File: config.mk
export PLATFORM = sky130hd
export DESIGN_NAME = jb_pa_slew_prot_ctrl
export DESIGN_NICKNAME = d
export VERILOG_FILES = /design/src/rtl/jb_pa_prot_pkg.sv /design/src/rtl/jb_valid_delay_line.sv /design/src/rtl/jb_pa_slew_prot_ctrl.sv
export SDC_FILE = /design/constraint.sdc
export NUM_CORES = 1
export LEC_CHECK = 0
export CAP_MARGIN = 20
export CORE_MARGIN = 5
export CORE_UTILIZATION = 35
export DETAILED_ROUTE_END_ITERATION = 8
export GPL_TIMING_DRIVEN = 1
export HOLD_SLACK_MARGIN = 0.05
export PLACE_DENSITY = 0.59
export SLEW_MARGIN = 20
export SYNTH_ARGS = -nofsm -noshare
export SYNTH_HDL_FRONTEND = slang
export SYNTH_SLANG_ARGS = --single-unit
File: constraint.sdc
create_clock -name clk -period 9.2 [get_ports clk]
set_clock_uncertainty 0.1 [all_clocks]
set_input_delay 1.84 -clock clk [delete_from_list [all_inputs] [get_ports clk]]
set_output_delay 1.84 -clock clk [all_outputs]
set_load 0.05 [all_outputs]
File: src/rtl/jb_pa_prot_pkg.sv
// Shared types and constants for the PA slew-protection controller.
package jb_pa_prot_pkg;

    localparam int unsigned SLEW_THR_W = 33;

    // All-ones threshold keeps the detector from ever flagging an error.
    localparam logic [SLEW_THR_W-1:0] SLEW_THR_RESET = 33'h1_FFFF_FFFF;

    typedef enum logic [1:0] {
        StIdle    = 2'd0,
        StArmed   = 2'd1,
        StTripped = 2'd2,
        StHoldoff = 2'd3
    } prot_state_t;

endpackage

File: src/rtl/jb_valid_delay_line.sv
// Fixed-depth shift register that aligns a valid strobe with a pipelined result.
module jb_valid_delay_line #(
    parameter int unsigned DEPTH = 4
) (
    input  logic clk,
    input  logic resetn,
    input  logic din,
    output logic dout
);

    if (DEPTH == 0) begin : g_wire
        assign dout = din;
    end else begin : g_shift
        logic [DEPTH-1:0] sr_q;

        always_ff @(posedge clk or negedge resetn) begin
            if (!resetn) begin
                sr_q <= '0;
            end else begin
                sr_q[0] <= din;
                for (int i = 1; i < int'(DEPTH); i++) begin
                    sr_q[i] <= sr_q[i-1];
                end
            end
        end

        assign dout = sr_q[DEPTH-1];
    end

endmodule

File: src/rtl/jb_pa_slew_prot_ctrl.sv
// Slew-error protection sequencer: windowed error counting, trip/hold-off FSM
// and PA blanking request, with the detector threshold shadowed on safe boundaries.
module jb_pa_slew_prot_ctrl
    import jb_pa_prot_pkg::*;
#(
    parameter int unsigned DET_LATENCY = 4,
    parameter int unsigned ERR_CNT_W   = 8,
    parameter int unsigned WIN_W       = 16,
    parameter int unsigned TRIP_CNT_W  = 16
) (
    input  logic                  clk,
    input  logic                  resetn,
    input  logic                  cfg_enable,
    input  logic                  cfg_auto_rearm,
    input  logic                  cfg_clear,
    input  logic [SLEW_THR_W-1:0] cfg_slew_threshold,
    input  logic [ERR_CNT_W-1:0]  cfg_err_limit,
    input  logic [WIN_W-1:0]      cfg_window_len,
    input  logic [WIN_W-1:0]      cfg_holdoff_len,
    input  logic                  iq_valid,
    input  logic                  iq_slew_error,
    output logic [SLEW_THR_W-1:0] slew_threshold,
    output logic                  pa_blank,
    output logic                  trip_pulse,
    output logic [1:0]            prot_state,
    output logic [ERR_CNT_W-1:0]  err_count,
    output logic [TRIP_CNT_W-1:0] trip_count
);

    prot_state_t           state_q;
    logic [SLEW_THR_W-1:0] thr_q;
    logic                  pa_blank_q;
    logic                  trip_pulse_q;
    logic [WIN_W-1:0]      win_q;
    logic [ERR_CNT_W-1:0]  err_q;
    logic [WIN_W-1:0]      hold_q;
    logic [TRIP_CNT_W-1:0] trip_q;

    logic                  det_valid;
    logic [ERR_CNT_W-1:0]  err_lim;
    logic [ERR_CNT_W-1:0]  err_inc;
    logic [WIN_W-1:0]      win_inc;
    logic [WIN_W-1:0]      hold_load;
    logic [TRIP_CNT_W-1:0] trip_inc;
    logic                  win_done;
    logic                  trip_hit;

    jb_valid_delay_line #(
        .DEPTH (DET_LATENCY)
    ) u_valid_dly (
        .clk    (clk),
        .resetn (resetn),
        .din    (iq_valid),
        .dout   (det_valid)
    );

    assign err_lim   = (cfg_err_limit == '0) ? ERR_CNT_W'(1) : cfg_err_limit;
    assign err_inc   = (iq_slew_error && (err_q != '1)) ? err_q + 1'b1 : err_q;
    assign win_inc   = win_q + 1'b1;
    assign win_done  = (cfg_window_len != '0) && (win_inc == cfg_window_len);
    assign trip_hit  = det_valid && (err_inc >= err_lim);
    assign hold_load = (cfg_holdoff_len == '0) ? WIN_W'(1) : cfg_holdoff_len;
    assign trip_inc  = (trip_q == '1) ? trip_q : trip_q + 1'b1;

    always_ff @(posedge clk or negedge resetn) begin
        if (!resetn) begin
            state_q      <= StIdle;
            thr_q        <= SLEW_THR_RESET;
            pa_blank_q   <= 1'b0;
            trip_pulse_q <= 1'b0;
            win_q        <= '0;
            err_q        <= '0;
            hold_q       <= '0;
            trip_q       <= '0;
        end else begin
            trip_pulse_q <= 1'b0;
            if (cfg_clear) begin
                trip_q <= '0;
            end
            if (state_q == StIdle) begin
                thr_q <= cfg_slew_threshold;
            end

            if (!cfg_enable) begin
                state_q    <= StIdle;
                pa_blank_q <= 1'b0;
                win_q      <= '0;
                err_q      <= '0;
                hold_q     <= '0;
            end else begin
                unique case (state_q)
                    StIdle: begin
                        state_q <= StArmed;
                        win_q   <= '0;
                        err_q   <= '0;
                    end
                    StArmed: begin
                        if (det_valid) begin
                            if (trip_hit) begin
                                // A coincident clear loses to the trip: count restarts at 1.
                                state_q      <= StTripped;
                                pa_blank_q   <= 1'b1;
                                trip_pulse_q <= 1'b1;
                                err_q        <= err_inc;
                                win_q        <= win_inc;
                                trip_q       <= cfg_clear ? TRIP_CNT_W'(1) : trip_inc;
                            end else if (win_done) begin
                                win_q <= '0;
                                err_q <= '0;
                                thr_q <= cfg_slew_threshold;
                            end else begin
                                win_q <= win_inc;
                                err_q <= err_inc;
                            end
                        end
                    end
                    StTripped: begin
                        if (cfg_auto_rearm || cfg_clear) begin
                            state_q <= StHoldoff;
                            hold_q  <= hold_load;
                        end
                    end
                    StHoldoff: begin
                        if (hold_q <= WIN_W'(1)) begin
                            state_q    <= StArmed;
                            pa_blank_q <= 1'b0;
                            win_q      <= '0;
                            err_q      <= '0;
                            hold_q     <= '0;
                            thr_q      <= cfg_slew_threshold;
                        end else begin
                            hold_q <= hold_q - 1'b1;
                        end
                    end
                endcase
            end
        end
    end

    assign slew_threshold = thr_q;
    assign pa_blank       = pa_blank_q;
    assign trip_pulse     = trip_pulse_q;
    assign prot_state     = state_q;
    assign err_count      = err_q;
    assign trip_count     = trip_q;

endmodule

==> impl_metrics.ini <==
[route]
wl_per_cell_microns = 17.7
dr.pass1.iters = 5
viasPerCell = 5.56
ant_nets = 0
wirelength_mm = 16.7
drc = 0
num_vias = 5246
drt_iter0_drc = 376

[final_layout]
fin_cells = 943
fin_util_pct = 47.5
layout_commonest_cell = clkdlybuf4s50_1
final_nets = 819
finish.instance_area_sq_um = 7600
drive_above_1_share_pct = 8.26
final_cell_mix = clkdlybuf4s50_1 (139), dfrtp_1 (64), nand2_1 (45)
area_growth_pct = 32.0
fillers = 1560

[run]
maxCapViolCount = 0

[clock_network]
insertion_delay_ns = 0.36
cts_root_buffer = clkbuf_16
clock_sinks = 97
postCtsSetupBuffers = 0
postCtsHoldBufs = 0
cts_max_path_buffers = 2
cts-htree-levels = 3
clk_pin_slew_ns = 0.07
ctsResizeCount = 0
cts_tree = yes
cts_buffers = 9

[global_route]
antenna_found_initial = 2
overflow = 0
grt_usage_pct = 17.1
grt_pass1_wl_mm = 27.2
grt_pass1_vias = 5153
grt_max_degree = 56

[critical_path]
cp_data_arrival_time_ns = 5.86
critPathBufInv = 1
critical_path.slowest_cell = o41a_4
cp-end-kind = register
max_stage_delay_ns = 0.54
crit_chain = clkdlybuf4s50_1, o21a_1, nand4_1, nor2_1, nand3_1, xnor2_1, ha_1, a211oi_1, nand3_1, a31oi_1, nor2_1, o41a_1, o41a_4, a32o_1
cp_max_fo = 33
crit_family = compound AO/OA/AOI/OAI gates
critical_path_required_ns = 9.38
cp-start-kind = input pin
path_class = in2reg

[timing]
period_share_pct = 61.7
tightest_slew_ns = 1.05
relSlewSlack_pct = 30.2
final.min_clock_period_ns = 5.68
max_clock_freq_ghz = 0.176
slew_viol_final = 0
rsz0062_at_grt = no
setup_ws_ns = 3.52
setup_viol = 0
hold_violations = 0
setup_tns_ns = 0
whs_ns = 0.252

[placed_design]
gp_congestion = 0.817
dpl.cell_count = 926
place_area_sq_um = 7270
hpwl_mm = 12.1
dp_slack_ns = 3.24
numPortBuffers = 140

[yosys]
ys_types = 55
synth_area_leaders = dfrtp_1 (28%), dfstp_2 (15%), a32o_1 (6.6%)
async_reset_ff_share_pct = 100
syn_avg_cell_area_sq_um = 9.51
synth_edf_count = 0
netlist_area_sq_um = 5750
synth.net_count = 703
synthCells = 605
ys_ff_latch = 97
yosys_most_used_dff = dfrtp_1
yosys.area.top_type = dfrtp_1
netlist.area_leader.share_pct = 27.8
seq_area_frac_synth_pct = 42.9
yosysWarnings = 0

[floorplan]
ioPinCount = 141
dieArea_sq_um = 19100
core-area_sq_um = 16000
num_rows = 46
initial_utilization_pct = 36.0
die_w_microns = 138
dieHeight_microns = 138

[pwr]
swShare_pct = 42.6
power.internal_mw = 1.10
p_switching_uw = 818
pwr-share-seq_pct = 33.3
combPwrFrac_pct = 45.9
p_clk_share_pct = 20.8
power.density_nw_per_um2 = 253
finalPower_mw = 1.92
p_leak_nw = 2.94
ir_worst_vdd_v = 0.000152

[worst_hold_path]
holdCritPathClass = reg2reg

[status]
run_status = complete, no violations
[final timing paths]
path	startpoint	endpoint	slack (ns)	cells past startpoint
worst max-delay path	iq_slew_error	slew_threshold[4]	3.52	14
worst min-delay path	u_valid_dly.g_shift.sr_q[0]	u_valid_dly.g_shift.sr_q[1]	0.25	0
worst max register to register	err_count[0]	slew_threshold[4]	4.64	15
worst min register to register	u_valid_dly.g_shift.sr_q[0]	u_valid_dly.g_shift.sr_q[1]	0.25	0
max in group asynchronous	resetn	hold_q[5]	6.51	2
min in group asynchronous	resetn	err_count[2]	1.36	1
[kinds of logic after synthesis]
group,synth area share (%)
XOR/XNOR,8.16
AND/OR/NAND/NOR,21.1
flip-flops,42.9
adder cells (fa/ha/maj),3.91
multiplexers,1.04
buffers and inverters,5.05
AO/OA/AOI/OAI,17.9
[state kept, by name, indices dropped and copies added, names as in the netlist, 2 cells and up]
name                      count
trip_count                   16
hold_q                       16
slew_threshold               33
win_q                        16
err_count                     8
prot_state                    2
u_valid_dly.g_shift.sr_q      4
[cell usage after synthesis, types with 4 or more instances]
| library cell | count |
|---|---|
| a21oi_1 | 14 |
| a22o_1 | 10 |
| a31oi_1 | 12 |
| a32o_1 | 38 |
| and3_1 | 10 |
| and4_1 | 7 |
| buf_2 | 13 |
| clkbuf_1 | 19 |
| dfrtp_1 | 64 |
| dfstp_2 | 33 |
| ha_1 | 18 |
| inv_1 | 27 |
| mux2i_1 | 6 |
| nand2_1 | 45 |
| nand3_1 | 41 |
| nand4_1 | 23 |
| nand4b_1 | 6 |
| nor2_1 | 39 |
| nor2b_1 | 7 |
| nor3_1 | 14 |
| nor3b_1 | 5 |
| nor4_1 | 17 |
| o2111ai_1 | 4 |
| o21ai_0 | 32 |
| o22ai_1 | 5 |
| xnor2_1 | 25 |
| xor2_1 | 26 |
[layout make-up]
| class | count | area (sq um) | share of cell area, % |
|---|---|---|---|
| clock inverters | 4 | 40.0 | 0.527 |
| flip-flops and latches | 97 | 2470 | 32.5 |
| clock buffers | 12 | 279 | 3.67 |
| inverters | 27 | 101 | 1.33 |
| well taps | 216 | 270 | 3.56 |
| repair buffers | 144 | 1430 | 18.8 |
| diodes | 1 | 2.50 | 0.0329 |
| multi-input cells | 442 | 3010 | 39.6 |
[per-layer routing]
| layer | up-vias | track usage (%) | share of wire [%] |
|---|---|---|---|
| li1 | 2488 | - | - |
| met1 | 2572 | 21.4 | 42 |
| met2 | 163 | 29.7 | 51 |
| met3 | 21 | 3.41 | 5.4 |
| met4 | 2 | 5.51 | 1.6 |
| met5 | - | 0 | 0.078 |
[power by group through the flow]
stage	clock network [mW]	registers [mW]	logic, mW
2_1_floorplan	0	0.886	0.383
3_3_place_gp	0	0.643	0.868
3_5_place_dp	0	0.646	0.884
4_1_cts	0.408	0.639	0.887
5_1_grt	0.427	0.653	0.936
6_report	0.399	0.639	0.881
Power figures use the tool's default switching activity.
